**config.mk**
```make
export PLATFORM = sky130hd
export DESIGN_NAME = spi_frame_tx
export DESIGN_NICKNAME = d
export VERILOG_FILES = /design/src/rtl/spi_frame_tx_pkg.sv /design/src/rtl/sync_frame_fifo.sv /design/src/rtl/spi_frame_tx.sv
export SDC_FILE = /design/constraint.sdc
export NUM_CORES = 1
export LEC_CHECK = 0
export BUFFER_PORTS_ARGS = -buffer_cell sky130_fd_sc_hd__buf_2
export CAP_MARGIN = 0
export CORE_ASPECT_RATIO = 0.6
export CORE_MARGIN = 1.5
export CORE_UTILIZATION = 35
export CTS_CLUSTER_DIAMETER = 30
export DETAILED_ROUTE_END_ITERATION = 6
export GPL_TIMING_DRIVEN = 0
export PLACE_DENSITY = 0.54
export SYNTH_ARGS = -nofsm -noshare
export SYNTH_HDL_FRONTEND = slang
export SYNTH_HIERARCHICAL = 1
export SYNTH_SLANG_ARGS = --single-unit
```
**constraint.sdc**
```tcl
create_clock -name clk -period 8.6 [get_ports clk]
set_input_delay 1.72 -clock clk [delete_from_list [all_inputs] [get_ports clk]]
set_output_delay 1.72 -clock clk [all_outputs]
set_load 0.05 [all_outputs]
```
**src/rtl/spi_frame_tx_pkg.sv**
```systemverilog
// Shared constants, FSM state type and frame-width helper for the SPI frame transmitter.
package spi_frame_tx_pkg;
    localparam int HDR_W = 8;
    localparam int SEQ_W = 6;

    typedef enum logic [1:0] {IDLE, LOAD, SHIFT, DONE} state_t;

    function automatic int frame_w(input int n_ch, input int data_w);
        return HDR_W + n_ch * data_w;
    endfunction
endpackage

```
**src/rtl/sync_frame_fifo.sv**
```systemverilog
// Single-clock frame FIFO; extra pointer MSB distinguishes full from empty.
module sync_frame_fifo #(
    parameter int W     = 32,
    parameter int DEPTH = 4
) (
    input  logic         clk,
    input  logic         rst_n,
    input  logic         push,
    input  logic         pop,
    input  logic [W-1:0] wdata,
    output logic [W-1:0] rdata,
    output logic         full,
    output logic         empty
);
    localparam int AW = $clog2(DEPTH);

    logic [W-1:0] mem [DEPTH];
    logic [AW:0]  wr_ptr, rd_ptr;
    logic         do_push, do_pop;

    assign empty   = (wr_ptr == rd_ptr);
    assign full    = (wr_ptr[AW] != rd_ptr[AW]) && (wr_ptr[AW-1:0] == rd_ptr[AW-1:0]);
    assign do_pop  = pop && !empty;
    // A pop in the same cycle frees the slot, so a push into a full FIFO still lands.
    assign do_push = push && (!full || do_pop);
    assign rdata   = mem[rd_ptr[AW-1:0]];

    always_ff @(posedge clk) begin
        if (do_push) mem[wr_ptr[AW-1:0]] <= wdata;
    end

    always_ff @(posedge clk or negedge rst_n) begin
        if (!rst_n) begin
            wr_ptr <= '0;
            rd_ptr <= '0;
        end else begin
            if (do_push) wr_ptr <= wr_ptr + 1'b1;
            if (do_pop)  rd_ptr <= rd_ptr + 1'b1;
        end
    end
endmodule

```
**src/rtl/spi_frame_tx.sv**
```systemverilog
// Queues filtered samples and serves them as headered frames to an SPI mode-0 host.
module spi_frame_tx
    import spi_frame_tx_pkg::*;
#(
    parameter int DATA_W = 16,
    parameter int N_CH   = 2,
    parameter int DEPTH  = 4
) (
    input  logic                   clk,
    input  logic                   rst_n,
    input  logic [N_CH*DATA_W-1:0] filtered_data,
    input  logic                   filter_done,
    input  logic                   rpi_sck,
    input  logic                   rpi_cs,
    output logic                   rpi_miso,
    output logic                   fifo_full,
    output logic                   fifo_empty
);
    localparam int PAY_W = N_CH * DATA_W;
    localparam int FW    = frame_w(N_CH, DATA_W);
    localparam int CW    = $clog2(FW + 1);

    state_t           state, state_n;
    logic [2:0]       cs_q, sck_q;
    logic             cs_fall, cs_rise, sck_fall;
    logic             ld, shift, finish, pop, drop;
    logic             frame_valid, ovf;
    logic [SEQ_W-1:0] seq;
    logic [CW-1:0]    bit_cnt;
    logic [FW-1:0]    shreg;
    logic [PAY_W-1:0] fifo_rdata;

    // Stages [1:0] synchronize, stage [2] is the previous synchronized value for edge detect.
    always_ff @(posedge clk or negedge rst_n) begin
        if (!rst_n) begin
            cs_q  <= '1;
            sck_q <= '0;
        end else begin
            cs_q  <= {cs_q[1:0], rpi_cs};
            sck_q <= {sck_q[1:0], rpi_sck};
        end
    end

    assign cs_fall  =  cs_q[2] & ~cs_q[1];
    assign cs_rise  = ~cs_q[2] &  cs_q[1];
    assign sck_fall =  sck_q[2] & ~sck_q[1];

    sync_frame_fifo #(.W(PAY_W), .DEPTH(DEPTH)) u_fifo (
        .clk   (clk),
        .rst_n (rst_n),
        .push  (filter_done),
        .pop   (pop),
        .wdata (filtered_data),
        .rdata (fifo_rdata),
        .full  (fifo_full),
        .empty (fifo_empty)
    );

    assign pop  = ld & ~fifo_empty;
    assign drop = filter_done & fifo_full & ~pop;

    always_ff @(posedge clk or negedge rst_n) begin
        if (!rst_n) state <= IDLE;
        else        state <= state_n;
    end

    always_comb begin
        state_n = state;
        ld      = 1'b0;
        shift   = 1'b0;
        finish  = 1'b0;
        case (state)
            IDLE:  if (cs_fall) state_n = LOAD;
            LOAD:  begin
                ld      = 1'b1;
                state_n = SHIFT;
            end
            SHIFT: if (sck_fall) begin
                shift = 1'b1;
                if (bit_cnt == CW'(FW - 1)) begin
                    finish  = 1'b1;
                    state_n = DONE;
                end
            end
            DONE:  state_n = DONE;
            default: state_n = IDLE;
        endcase
        // Host deselect wins over everything; an aborted frame is simply dropped.
        if (cs_rise) begin
            state_n = IDLE;
            ld      = 1'b0;
            shift   = 1'b0;
            finish  = 1'b0;
        end
    end

    always_ff @(posedge clk or negedge rst_n) begin
        if (!rst_n) begin
            shreg       <= '0;
            bit_cnt     <= '0;
            frame_valid <= 1'b0;
        end else if (ld) begin
            shreg       <= {~fifo_empty, ovf, seq, fifo_empty ? {PAY_W{1'b0}} : fifo_rdata};
            bit_cnt     <= '0;
            frame_valid <= ~fifo_empty;
        end else if (shift) begin
            shreg   <= {shreg[FW-2:0], 1'b0};
            bit_cnt <= bit_cnt + 1'b1;
        end
    end

    always_ff @(posedge clk or negedge rst_n) begin
        if (!rst_n) begin
            seq <= '0;
            ovf <= 1'b0;
        end else begin
            if (finish && frame_valid) seq <= seq + 1'b1;
            if (drop)                        ovf <= 1'b1;
            else if (finish && frame_valid)  ovf <= 1'b0;
        end
    end

    assign rpi_miso = (state == SHIFT) & shreg[FW-1];
endmodule

```
After elaboration in Yosys (flattened, before gate mapping)

Memory sizes are Yosys's and may differ from the RTL's.
Index checks and enable logic that the tools add are counted.

Word-level logic and storage cells: 71
Memories: 1
Output and inout bits: 3
Register bits after elaboration: 68
Memory bits (writable): 128
Bits of input ports: 37

Memories:

| memory     | words | bits a word | read ports | clocked after Yosys merged registers in | wr ports | line                  | source |
|---|---|---|---|---|---|---|---|
| u_fifo.mem | 4     | 32          | 1          | 0                                       | 1        | sync_frame_fifo.sv:17 | `logic [W-1:0] mem [DEPTH];` |

Add/subtract/negate cells: 4
Eq/ne operators: 10
Multiplexer cells: 23
Bitwise operators: 12
Reductions and logical operators: 11

Operator list:

| cell                  | number |
|---|---|
| $mux W40              | 2 |
| $mux W32              | 1 |
| $mux W1               | 13 |
| $add A6 B1 Y6 const B | 2 |
| $mux W6               | 2 |
| $ne A3 B3 Y1 const B  | 3 |
| $mux W2               | 4 |
| $pmux W2 S4           | 1 |
| $and A1 B1 Y1         | 7 |
| $add A3 B1 Y3 const B | 2 |
| $eq A6 B6 Y1 const B  | 1 |
| $not A1 Y1            | 5 |
| $eq A2 B2 Y1 const B  | 2 |
| $logic_and A1 B1 Y1   | 4 |
| $reduce_bool A2 Y1    | 2 |
| $eq A3 B3 Y1          | 1 |
| $reduce_and A3 Y1     | 1 |
| $eq A2 B1 Y1 const B  | 1 |
| $eq A2 B2 Y1          | 1 |
| $logic_not A1 Y1      | 2 |
| $logic_not A2 Y1      | 1 |
| $logic_or A1 B1 Y1    | 1 |
| $ne A1 B1 Y1          | 1 |

Logic depth before layout (Yosys ltp)

Gate-level depths: netlist (run 1).

Word-level depth: 9
Mapped depth: 9
Depth with buffers taken out: 5

Hierarchy

Netlist (run 1), hierarchy kept.

By module, submodules not included:

| module          | seq. area each (sq um) | cells an instance | times used | area each (sq um) |
|---|---|---|---|---|
| sync_frame_fifo | 3993.8                 | 211               | 1          | 5074.9 |
| spi_frame_tx    | 1555.2                 | 269               | 1          | 3234.4 |

Least setup slack after synthesis (run 1)

OpenSTA, ideal clock, no wires.

Path type: register to register
Start point: reg u_fifo.rd_ptr[1]
End point: mem u_fifo.mem[0][0], enable pin
Buffers on the path: 4
Arrival time: 3790 ps
Data required time: 8196 ps
Library setup time: 404 ps
Cell stages (with the launch flop): 10
Clock period less this slack: 4194 ps
Setup slack: 4406 ps
Cells stage by stage: dfrtp_1 -> buf_2 -> xor2_1 -> buf_2 -> nor3_1 -> clkbuf_1 -> nor4b_1 -> clkbuf_1 -> or4_4 -> and3_1

Cells in the longest elaborated chain, start to end: 8
Elaborated cells between the ends (all ways): 12
Those cells by class: 2 x eq/ne; 2 x mux; 2 x bitwise; 6 x reduce/logical

Ends and longest elaborated chain:

| what                          | line                  | source |
|---|---|---|
| from (decl)                   | sync_frame_fifo.sv:18 | `logic [AW:0] wr_ptr, rd_ptr;` |
| from (signal assigned)        | sync_frame_fifo.sv:38 | `if (do_pop) rd_ptr <= rd_ptr + 1'b1;` |
| $eq A3 B3 Y1                  | sync_frame_fifo.sv:21 | `assign empty = (wr_ptr == rd_ptr);` |
| named net fifo_empty          | spi_frame_tx.sv:17    | `output logic fifo_empty` |
| $not A1 Y1                    | spi_frame_tx.sv:59    | `assign pop = ld & ~fifo_empty;` |
| $and A1 B1 Y1                 | spi_frame_tx.sv:59    |  |
| named net pop                 | spi_frame_tx.sv:26    | `logic ld, shift, finish, pop, drop;` |
| $logic_and A1 B1 Y1           | sync_frame_fifo.sv:23 | `assign do_pop = pop && !empty;` |
| $logic_or A1 B1 Y1            | sync_frame_fifo.sv:25 | `assign do_push = push && (!full \|\| do_pop);` |
| $logic_and A1 B1 Y1           | sync_frame_fifo.sv:25 |  |
| $mux W1                       | sync_frame_fifo.sv:29 | `if (do_push) mem[wr_ptr[AW-1:0]] <= wdata;` |
| $mux W1 (implied by the code) | sync_frame_fifo.sv:29 |  |
| to (decl)                     | sync_frame_fifo.sv:17 |  |

The timed path passes the listed nets, and every way through them passes these cells.

Worst setup path after layout (run 1)

Start point: reg u_fifo.rd_ptr[1]
End point: mem u_fifo.mem[2][9], enable pin

Cells in the longest elaborated chain, start to end: 8
Elaborated cells between the ends (all ways): 12
Those cells by class: 2 x eq/ne; 2 x mux; 2 x bitwise; 6 x reduce/logical

Ends and longest elaborated chain:

| what                          | line |
|---|---|
| $eq A3 B3 Y1                  | sync_frame_fifo.sv:21 |
| $not A1 Y1                    | spi_frame_tx.sv:59 |
| $and A1 B1 Y1                 | spi_frame_tx.sv:59 |
| named net pop                 | spi_frame_tx.sv:26 |
| $logic_and A1 B1 Y1           | sync_frame_fifo.sv:23 |
| $logic_or A1 B1 Y1            | sync_frame_fifo.sv:25 |
| $logic_and A1 B1 Y1           | sync_frame_fifo.sv:25 |
| $mux W1                       | sync_frame_fifo.sv:29 |
| $mux W1 (implied by the code) | sync_frame_fifo.sv:29 |

The timed path passes the listed nets, and every way through them passes these cells.

==> results.md, run 1 <==
- Met1 Track Usage GR: 19.5%
- Die footprint: 24700 um^2
- Share of layout cells above drive strength 1: between 20 and 30%
- Mapped Area: 8310 um^2
- Clock transition at the registers of the reported paths: 0.06 ns
- Worst Path Required: 8.78 ns
- DPL Wire Length: 10500 um
- GR Overflow Total: 0
- Post-route DRC: 0
- Sequential share of the synthesized area: 66.8%
- Final WS setup: 4.31 ns
- Critical path capture point type: flop
- Yosys reg bits: 196
- Overall die height: 122 um
- Synth Net Count: 525
- PD cells: 336 nW/um^2
- M3 GR Usage: 4.06%
- Yosys cell types: 50
- Number of DRC markers in iteration 0: 156
- Max_cap viols: 0
- Die W: 202 um
- P_leak: 3.55 nW
- Global-route wire length before repair: 25700 um
- Clk sinks: 196
- Max VDD drop: 0.165 mV
- Cells after synthesis: 480
- Layout Utilization: 41.1%
- Crit path launch type: flop
- Initial Util: a little over a third
- Area Growth Syn to Fin: 14.7%
- Max Freq: 233 MHz
- Setup TNS: 0 ns
- Global route hottest layer: met2
- Worst clock skew: 0.0131 ns
- CTS tree: yes
- Crit path kind: flop to flop
- Routed Antenna Nets: 0
- CTS Buf Count: 17
- Htree depth: 4
- Post-cts resize count: 0
- Outcome: finished, final reports clean
- R2R setup slack: about 4.3 ns
- Total wire length: 16400 um
- Std-Cell Rows: 43
- Largest net degree at the start of global routing: 69
- IO Port Bufs: 39
- Skew-Pair Late Insertion Delay: 0.43 ns
- Final Hold Vio Count: 0
- Max Slew Vio Count: 0
- Vias in the first global route: 4506
- Initial antenna violation count: 1
- Worst Max-Slew Pin Slew: roughly 1.1 ns
- CP arrival: 4.47 ns
- Crit share post-route: 49.9%
- Post-CTS Setup Bufs: 0
- Drt pass-1 iters: 4
- Io pins: 40
- Core region area: 23200 um^2
- Drt via density: 4.89
- Gr usage total: between 10% and 20%
- Clock Path Buffers: 2
- Final nets: just under 600
- GPL Wtd Cong: 0.776
- Vias: about 4200
- Worst Hold Class: flop to flop
- CTS Root Buffer Type: clkbuf_16
- Synth warn: 6
- WHS: 0.352 ns
- Place WS: ~4.3 ns
- Fin crit period: approximately 4.3 ns
- ANT cells: 0
- Avg Inst Size Synth: 17.3 um^2
- Final setup vio count: 0
- WL/cell: 18.9 um
- RSZ-0062 raised after global routing: false
- Rel. slew slack: between 20% and 30%
- M2 GR Usage: between 20 and 25%
- Cts hold-fix bufs: 0
- CP max FO: 20
==> layer usage <==
layer | wire, um | part of all wire (%)
met5 | 11 | 0.067
met2 | 7650 | 47
met1 | 8020 | 49
met4 | 136 | 0.83
met3 | 596 | 3.6
==> cell type report <==
cell class | instances | area (um^2)
Clock buffer | 23 | 448
Timing Repair Buffer | 42 | 258
Buffer | 26 | 150
Clock inverter | 9 | 121
Multi-Input combinational cell | 235 | 2530
Tap cell | 315 | 394
Fill cell | 2095 | 13700
Sequential cell | 196 | 5550
Inverter | 23 | 86.3
==> synthesized netlist by cell type, drive strengths merged <==
| cell | count | area [um^2] |
|---|---|---|
| a211oi | 1 | 7.51 |
| a21o | 2 | 15.0 |
| a21oi | 7 | 35.0 |
| and2 | 1 | 6.26 |
| and3 | 3 | 18.8 |
| buf | 18 | 120 |
| clkbuf | 8 | 30.0 |
| dfrtp | 65 | 1630 |
| dfstp | 3 | 78.8 |
| edfxtp | 128 | 3840 |
| ha | 8 | 100 |
| inv | 23 | 86.3 |
| mux2 | 36 | 447 |
| mux2i | 45 | 450 |
| mux4 | 32 | 721 |
| nand2 | 6 | 22.5 |
| nand2b | 17 | 106 |
| nand3 | 2 | 10.0 |
| nand3b | 3 | 22.5 |
| nand4 | 2 | 12.5 |
| nand4b | 2 | 17.5 |
| nand4bb | 3 | 33.8 |
| nor2 | 2 | 7.51 |
| nor2b | 16 | 100 |
| nor3 | 3 | 15.0 |
| nor3b | 2 | 15.0 |
| nor4 | 4 | 25.0 |
| nor4b | 1 | 8.76 |
| o211ai | 1 | 7.51 |
| o21ai | 4 | 20.0 |
| o2bb2ai | 1 | 8.76 |
| o311ai | 5 | 43.8 |
| o31a | 1 | 8.76 |
| o31ai | 2 | 15.0 |
| o41ai | 3 | 33.8 |
| or2 | 2 | 12.5 |
| or3 | 2 | 12.5 |
| or3b | 1 | 11.3 |
| or4 | 4 | 37.5 |
| xnor2 | 4 | 35.0 |
| xor2 | 7 | 80.1 |
==> worst max-delay path, stage by stage, from the launching register on <==
cell and delay (ns):
dfrtp_1 0.37, buf_2 0.20, xor2_1 0.19, buf_2 0.19
nor3_1 0.77, clkbuf_1 0.53, nor4b_1 0.27, clkbuf_1 0.29
or4_4 0.59, and3_2 0.39, buf_12 0.24
==> registers in the layout, summed over array words and instances, names as in the netlist, 2 cells and up <==
| signal | cells |
|---|---|
| shreg | 40 |
| sck_q | 3 |
| cs_q | 3 |
| seq | 6 |
| state | 2 |
| u_fifo/rd_ptr | 3 |
| u_fifo/wr_ptr | 3 |
| u_fifo/mem | 128 |
| bit_cnt | 6 |
==> placed cells by master (no fill, tap or decap), types with 4 or more instances in the layout <==
master	n
a21oi_1	7
buf_2	50
buf_6	4
clkbuf_1	14
clkbuf_16	17
dfrtp_1	65
edfxtp_1	128
ha_1	8
inv_1	22
mux2_2	23
mux2_4	11
mux2i_1	45
mux4_2	32
nand2_1	6
nand2b_1	17
nor2b_1	16
nor4_1	4
xnor2_1	4
xor2_1	6
==> stage by stage <==
step | std cells | instance area [um^2] | power, W
floorplan | 480 | 8310 | 0.00214
global placement | 834 | 8900 | 0.00242
detailed placement | 837 | 8960 | 0.00247
CTS | 869 | 9530 | 0.00325
global route | 869 | 9530 | 0.00339
finish | 869 | 9530 | 0.00321
==> cell families after synthesis <==
group | after synthesis | share of synthesized area [%]
flops | 196 | 66.8
compound gates | 27 | 2.35
fa+ha+maj | 8 | 1.20
mux | 113 | 19.5
simple gates | 76 | 5.96
xor+xnor | 11 | 1.39
buf+inv | 49 | 2.85
==> worst paths after layout <==
kind	from	to	depth (start not counted)
max	u_fifo/rd_ptr[1]	u_fifo/mem[2][9]	10
min	sck_q[0]	sck_q[1]	0
max reg2reg	u_fifo/rd_ptr[1]	u_fifo/mem[2][9]	10
min reg2reg	sck_q[0]	sck_q[1]	0
max in group asynchronous	rst_n	shreg[7]	1
min in group asynchronous	rst_n	shreg[39]	1
==> where the power goes <==
group | leakage [nW] | switching, W | internal [W]
logic | 1.22 | 0.000603 | 0.000488
clock network | 0.276 | 0.000343 | 0.000435
registers | 2.05 | 0.0000836 | 0.00125
Note: power is estimated with default switching activity, not from simulation.
==> inputs of run 2 (changes only) <==
--- a/config.mk
+++ b/config.mk
@@ -5,6 +5,7 @@
 export SDC_FILE = /design/constraint.sdc
 export NUM_CORES = 1
 export LEC_CHECK = 0
+export ABC_AREA = 1
 export BUFFER_PORTS_ARGS = -buffer_cell sky130_fd_sc_hd__buf_2
 export CAP_MARGIN = 0
 export CORE_ASPECT_RATIO = 0.6
==> constraint.sdc (replaced) <==
create_clock -name clk -period 4.2 [get_ports clk]
set_input_delay 0.84 -clock clk [delete_from_list [all_inputs] [get_ports clk]]
set_output_delay 0.84 -clock clk [all_outputs]
set_load 0.05 [all_outputs]
==> run 2 against run 1 <==
Net effect:
- via count grew 24%
- non-clock buffer count grew 13
- largest power group unchanged
- sequential share of layout area up 1.1 points
==> results.md, run 2 <==
- Outcome: finished, final reports clean
- Clock transition at the registers of the reported paths: 0.07 ns (about the same)
- PD cells: 682 nW/um^2 (+100%)
- Initial antenna violation count: 0 (-1)
- Post-route DRC: 0 (unchanged)
- Skew-Pair Late Insertion Delay: 0.44 ns (about the same)
- Clock Path Buffers: 2 (unchanged)
- Critical path capture point type: flop
- Worst Path Buf+Inv: 7 (+2)
- Clock power frac: 24.3% (about the same)
- Routed Antenna Nets: 0 (unchanged)
- Max VDD drop: 0.333 mV (+100%)
- Place WS: 1.07 ns (-3.19 ns)
- Post-synth EDFFs: 128 (unchanged)
- Vias: 5256 (+24%)
- Post-synth top cells: 128 x edfxtp_1, 112 x nor2_1, 107 x o21ai_0, 101 x nand2_1, 65 x dfrtp_1
- Overall die height: 121 um (-1.4%)
- CP arrival: 3.26 ns (-1.21 ns)
- Fin crit period: 3.12 ns (-1.17 ns)
- Rel. slew slack: 52.8% (+27 points)
- Number of DRC markers in iteration 0: 416 (+170%)
- Worst Hold Class: input port to async pin
- Die W: 199 um (-1.4%)
- Avg Inst Size Synth: 11.3 um^2 (-35%)
- CP max FO: 17 (-15%)
- Yosys top cell area share: 47.6% (+1.4 points)
- Mapped Area: 8070 um^2 (-2.9%)
- CTS Buf Count: 17 (unchanged)
- Sequential share of power: 43.7% (+2.0 points)
- Total wire length: 18100 um (+10%)
- P_leak: 3.56 nW (+0.42%)
- Dpl cells: 1069 (+28%)
- Max Slew Vio Count: 0 (unchanged)
- Crit share post-route: 74.3% (+24 points)
- Largest net degree at the start of global routing: 67 (-2.9%)
- Ys flop type: edfxtp_1
- Met1 Track Usage GR: 26.0% (+6.5 points)
- Synth Net Count: 762 (+45%)
- IO Port Bufs: 39 (unchanged)
- Net load switching power: 0.00231 W (+120%)
- RSZ-0062 raised after global routing: false
- Slowest CP cell: nor2_4
- Register area: 5550 um^2 (unchanged)
- Sequential share of the synthesized area: 68.8% (+2.0 points)
- Yosys cell types: 34 (-32%)
- Vias in the first global route: 4994 (+11%)
- Post-cts resize count: 0 (unchanged)
- Synth warn: 6 (unchanged)
- Power, Total: 0.00638 W (+99%)
- Ranking of synthesized cells by area: edfxtp_1 48%, dfrtp_1 20%, o21ai_0 6.6%
- Share of layout cells above drive strength 1: 15.0% (-15 points)
- Crit path kind: flop to flop
- Initial Util: 36.1% (+0.30 points)
- Multi-input logic area: 2190 um^2 (-13%)
- Async set-reset flop share out of synthesis: 34.7% (unchanged)
- Post-CTS Setup Bufs: 0 (unchanged)
- Drt pass-1 iters: 7 (+3)
- Final nets: 825 (+41%)
- Combinational power share: 32.0% (-2.1 points)
- Global-route wire length before repair: 28900 um (+12%)
- Worst Max-Slew Pin Slew: 0.707 ns (-0.398 ns)
- Max_cap viols: 0 (unchanged)
- DPL Wire Length: 12200 um (+16%)
- Crit path launch type: flop
- Internal Pwr Total: 0.00407 W (+87%)
- GR Overflow Total: 0 (unchanged)
- ANT cells: 0 (unchanged)
- Worst Path Required: 4.34 ns (-4.44 ns)
- Layout Cells excl Fill: 1101 (+27%)
- CTS Root Buffer Type: clkbuf_16
- Htree depth: 4 (unchanged)
- Most common cell after layout, fill and taps aside: edfxtp_1
- Io pins: 40 (unchanged)
- Global route hottest layer: met1
- Final Hold Vio Count: 0 (unchanged)
- Cell mode on critical path: inv_1
- Yosys reg bits: 196 (unchanged)
- Cells after synthesis: 717 (+49%)
- Core region area: 22300 um^2 (-3.7%)
- Crit path max-delay family: simple AND/OR/NAND/NOR gates
- Die footprint: 24000 um^2 (-2.8%)
- Switching portion of total power: 36.2% (+4.1 points)
- Crit-path cells: inv_1 > ha_1 > inv_4 > nand3_4 > inv_2 > nand2_2 > clkinv_2 > buf_4 > inv_1 > nand4_4 > nand2_4 > nor2_4 > buf_16
- Gr usage total: 16.3% (+2.1 points)
- CTS tree: yes
- M2 GR Usage: 21.8% (-0.56 points)
- Std-Cell Rows: 42 (-2.3%)
- Area Growth Syn to Fin: 16.0%
- M3 GR Usage: 4.32% (+0.26 points)
- Clk sinks: 196 (unchanged)
- Worst clock skew: 0.0102 ns (-0.00285 ns)
- GPL Wtd Cong: 0.733 (-5.6%)
- Max stage delay on crit path: 0.56 ns (-0.21 ns)
- Final setup vio count: 0 (unchanged)
- Max reg flops: 128 (unchanged)
- Synth area leader: edfxtp_1
- Count leader, synth: edfxtp_1
- Max Freq: 321 MHz (+38%)
- Drt via density: 4.77 (-2.3%)
- # fillers: 2159 (+3.1%)
- WL/cell: 16.4 um (-13%)
- Most frequent cells in the layout: 128 x edfxtp_1, 108 x nor2_1, 107 x o21ai_0
- Final WS setup: 1.08 ns (-3.23 ns)
- Cts hold-fix bufs: 0 (unchanged)
run 2: cell type report:
type	count	share of cell area, %
sequential	196	59.3
multi-input combinational	443	23.4
clock buffer	19	4.62
tap	308	4.12
timing repair buffer	44	3.42
buffer	37	2.18
inverter	41	1.68
clock inverter	13	1.35
run 2: worst reg2reg max path, cell delays in order, from the launching register on:
cell,delay (ns)
dfstp_2,0.51
inv_1,0.04
ha_1,0.24
inv_4,0.13
nand3_4,0.14
inv_2,0.13
nand2_2,0.09
clkinv_2,0.14
buf_4,0.24
inv_1,0.10
nand4_4,0.13
nand2_4,0.12
nor2_4,0.56
buf_16,0.25
run 2: metrics by stage:
stage / util (%) / hold WS, ns / cell area, um^2 / setup TNS, ns
global route: 41.9 / 0.166 / 9360 / 0
detailed placement: 39.4 / 0.335 / 8800 / 0
CTS: 41.9 / 0.169 / 9360 / 0
finish: 41.9 / 0.193 / 9360 / 0
global placement: 38.7 / 0.334 / 8650 / -104.90
floorplan: - / 0.331 / 8070 / 0
run 2: worst paths after layout:
kind | cells past startpoint | start | slack (ns) | to
worst min register to register | 0 | sck_q[0] | 0.35 | sck_q[1]
min in group clk | 0 | sck_q[0] | 0.35 | sck_q[1]
worst max-delay path | 13 | cs_q[2] | 1.08 | u_fifo/mem[0][14]
max in group asynchronous | 2 | rst_n | 3.46 | cs_q[2]
worst min-delay path | 1 | rst_n | 0.19 | u_fifo/wr_ptr[2]
worst max register to register | 13 | cs_q[2] | 1.08 | u_fifo/mem[0][14]
run 2: cells by family after synthesis:
family                     synth area share (%)
and+or+nand+nor                            13.2
DFF                                        68.8
AOI/OAI and AO/OA                          11.9
buffers and inverters                      4.48
adders and majority gates                  1.24
xor gates and xnor gates                  0.419
run 2: power groups by stage:
stage	clock network, W	logic (W)	registers (W)
global placement	0	0.00195	0.00285
CTS	0.00160	0.00206	0.00279
global route	0.00166	0.00232	0.00284
finish	0.00155	0.00204	0.00279
floorplan	0	0.00137	0.00278
detailed placement	0	0.00206	0.00282
run 2: metal layers:
layer | vias to the layer above | share of wire (%)
met5 | - | 0
met1 | 2552 | 55
li1 | 2616 | -
met4 | 0 | 0.55
met3 | 8 | 4.0
met2 | 80 | 40
==> inputs of run 3 (changes only) <==
--- a/config.mk
+++ b/config.mk
@@ -14,7 +14,7 @@
 export CTS_CLUSTER_DIAMETER = 30
 export DETAILED_ROUTE_END_ITERATION = 6
 export GPL_TIMING_DRIVEN = 0
-export PLACE_DENSITY = 0.54
+export PLACE_DENSITY = 0.56
 export SYNTH_ARGS = -nofsm -noshare
 export SYNTH_HDL_FRONTEND = slang
 export SYNTH_HIERARCHICAL = 1
==> constraint.sdc (replaced) <==
create_clock -name clk -period 2.59 [get_ports clk]
set_input_delay 0.518 -clock clk [delete_from_list [all_inputs] [get_ports clk]]
set_output_delay 0.518 -clock clk [all_outputs]
set_load 0.05 [all_outputs]
==> run 3 against run 2 <==
Net effect:
- first-iteration DRC count decreased by 8.7%
- maximum frequency grew 27%
- sequential power rose by 63%
- worst hold slack got worse by 0.11 ns
- worst setup slack got worse by 0.94 ns
- via count is 5.2% higher
- clock skew up 0.0020 ns
- die area unchanged
- sequential share of layout area down 2.0 points
- critical path type unchanged
- largest cell class unchanged
- largest power group unchanged
==> results.md, run 3 (same netlist as run 2, synthesis figures left out) <==
- Slowest CP cell: dfrtp_2
- Sequential share of power: 41.7% (-2.0 points)
- Crit-path cells: buf_6 > nand2_2 > nand2_4 > nand3_4 > clkinvlp_4 > inv_2 > nand2_4 > clkinv_4 > buf_8 > inv_2 > nand4_4 > nand2_8 > buf_12 > nor2_4 > buf_12
- Post-route DRC: 0 (unchanged)
- Crit share post-route: 94.6% (+20 points)
- Vias: 5528 (+5.2%)
- Io pins: 40 (unchanged)
- Routed Antenna Nets: 0 (unchanged)
- Max reg flops: 128 (unchanged)
- CP arrival: 2.59 ns (-0.67 ns)
- Clock Path Buffers: 2 (unchanged)
- Worst Path Buf+Inv: 8 (+1)
- Most common cell after layout, fill and taps aside: edfxtp_1
- Die footprint: 24000 um^2 (unchanged)
- CTS Root Buffer Type: clkbuf_16
- Most frequent cells in the layout: 128 x edfxtp_1, 108 x nor2_1, 107 x o21ai_0
- IO Port Bufs: 39 (unchanged)
- P_leak: 3.69 nW (+3.6%)
- RSZ-0062 raised after global routing: false
- Clock power frac: 23.3% (-1.0 points)
- Switching portion of total power: 36.8% (+0.59 points)
- Clk sinks: 196 (unchanged)
- Rel. slew slack: 58.2% (+5.4 points)
- Worst clock skew: 0.0123 ns (+0.00203 ns)
- Gr usage total: 17.5% (+1.2 points)
- Global-route wire length before repair: 30500 um (+5.6%)
- Die W: 199 um (unchanged)
- WHS: 0.0822 ns (-0.111 ns)
- Combinational power share: 35.0% (+3.0 points)
- Vias in the first global route: 5165 (+3.4%)
- Number of DRC markers in iteration 0: 380 (-8.7%)
- Crit path launch type: flop
- Worst Max-Slew Pin Slew: 0.628 ns (-0.0791 ns)
- Drt via density: 4.94 (+3.5%)
- Htree depth: 4 (unchanged)
- Worst Hold Class: input port to async pin
- Initial Util: 36.1% (unchanged)
- CTS tree: yes
- Largest net degree at the start of global routing: 69 (+3.0%)
- Std-Cell Rows: 42 (unchanged)
- Max VDD drop: 0.502 mV (+51%)
- Net load switching power: 0.00400 W (+73%)
- Max_cap viols: 0 (unchanged)
- Clock transition at the registers of the reported paths: 0.07 ns (about the same)
- CTS Buf Count: 17 (unchanged)
- Worst Path Required: 2.73 ns (-1.61 ns)
- Final setup vio count: 0 (unchanged)
- WL/cell: 17.5 um (+6.5%)
- Crit path max-delay family: buffers and inverters
- Drt pass-1 iters: 5 (-2)
- Max Slew Vio Count: 0 (unchanged)
- Total wire length: 19600 um (+8.3%)
- Final Hold Vio Count: 0 (unchanged)
- Outcome: finished, final reports clean
- Core region area: 22300 um^2 (unchanged)
- CP max FO: 16 (-1)
- Overall die height: 121 um (unchanged)
- GPL Wtd Cong: 0.777 (+6.0%)
- Crit path kind: flop to flop
- Area Growth Syn to Fin: 20.1%
- Max Freq: 408 MHz (+27%)
- Final nets: 843 (+2.2%)
- Fin crit period: 2.45 ns (-0.670 ns)
- Power, Total: 0.0109 W (+70%)
- Max stage delay on crit path: 0.46 ns (-0.10 ns)
- Critical path capture point type: flop
- Initial antenna violation count: 0 (unchanged)
- GR Overflow Total: 0 (unchanged)
- Share of layout cells above drive strength 1: 17.8% (+2.7 points)
- DPL Wire Length: 11600 um (-4.7%)
- ANT cells: 0 (unchanged)
- Internal Pwr Total: 0.00688 W (+69%)
- Skew-Pair Late Insertion Delay: 0.44 ns (about the same)
- PD cells: 1120 nW/um^2 (+65%)
==> run 3: metal layers <==
metal  GRT usage, %  vias up  routed length [um]
met1           26.8     2700               10100
met5              0        -                   0
li1               -     2663                   -
met4           4.12        0                  92
met3           5.16        7                1430
met2           23.8      158                7940
==> run 3: power groups by stage <==
| stage | Sequential (W) | Combinational, W | Clock (W) |
|---|---|---|---|
| 6_report | 0.00454 | 0.00381 | 0.00253 |
| 5_1_grt | 0.00462 | 0.00420 | 0.00273 |
| 4_1_cts | 0.00453 | 0.00371 | 0.00260 |
| 3_5_place_dp | 0.00460 | 0.00333 | 0 |
| 3_3_place_gp | 0.00459 | 0.00328 | 0 |
| 2_1_floorplan | 0.00450 | 0.00236 | 0 |
==> run 3: metrics by stage <==
step           worst slack [ns]  util [%]  TNS (ns)  cells  cell area, um^2
5_1_grt                  0.0172      43.4         0   1119             9690
4_1_cts                  0.0419      43.0         0   1113             9610
6_report                  0.140      43.4         0   1119             9690
3_5_place_dp             -0.627      39.2    -75.88   1065             8760
2_1_floorplan           0.00266         -         0    717             8150
3_3_place_gp             -0.584      39.1    -70.61   1064             8730
==> run 3: area by class of cell <==
| class | count | area (um^2) |
|---|---|---|
| Fill cell | 2085 | 12600 |
| Sequential cell | 196 | 5550 |
| Multi-Input combinational cell | 447 | 2280 |
| Timing Repair Buffer | 58 | 541 |
| Clock buffer | 23 | 494 |
| Tap cell | 308 | 385 |
| Buffer | 37 | 215 |
| Inverter | 41 | 168 |
| Clock inverter | 9 | 63.8 |
==> run 3: worst reg2reg max path, cell delays in order, from the launching register on <==
cell	delay, ns
dfrtp_2	0.46
buf_6	0.17
nand2_2	0.08
nand2_4	0.07
nand3_4	0.10
clkinvlp_4	0.11
inv_2	0.07
nand2_4	0.07
clkinv_4	0.08
buf_8	0.17
inv_2	0.07
nand4_4	0.13
nand2_8	0.09
buf_12	0.16
nor2_4	0.13
buf_12	0.17
==> run 3: final timing paths <==
| kind | startpoint | endpoint | slack (ns) | cells past startpoint |
|---|---|---|---|---|
| min in group clk | rpi_cs | cs_q[0] | 0.17 | 1 |
| max in group asynchronous | rst_n | cs_q[2] | 2.20 | 2 |
| worst min register to register | sck_q[0] | sck_q[1] | 0.35 | 0 |
| worst min-delay path | rst_n | bit_cnt[0] | 0.08 | 2 |
| worst max-delay path | u_fifo/rd_ptr[0] | u_fifo/mem[3][0] | 0.14 | 15 |
| worst max register to register | u_fifo/rd_ptr[0] | u_fifo/mem[3][0] | 0.14 | 15 |
==> run 3: what timing repair did <==
action	in CTS	in global routing
resized for setup	5	3
hold buffers	0	0
setup endpoints to repair	128	128
setup buffers	12	5
pin swaps	7	3
gates cloned	4	1
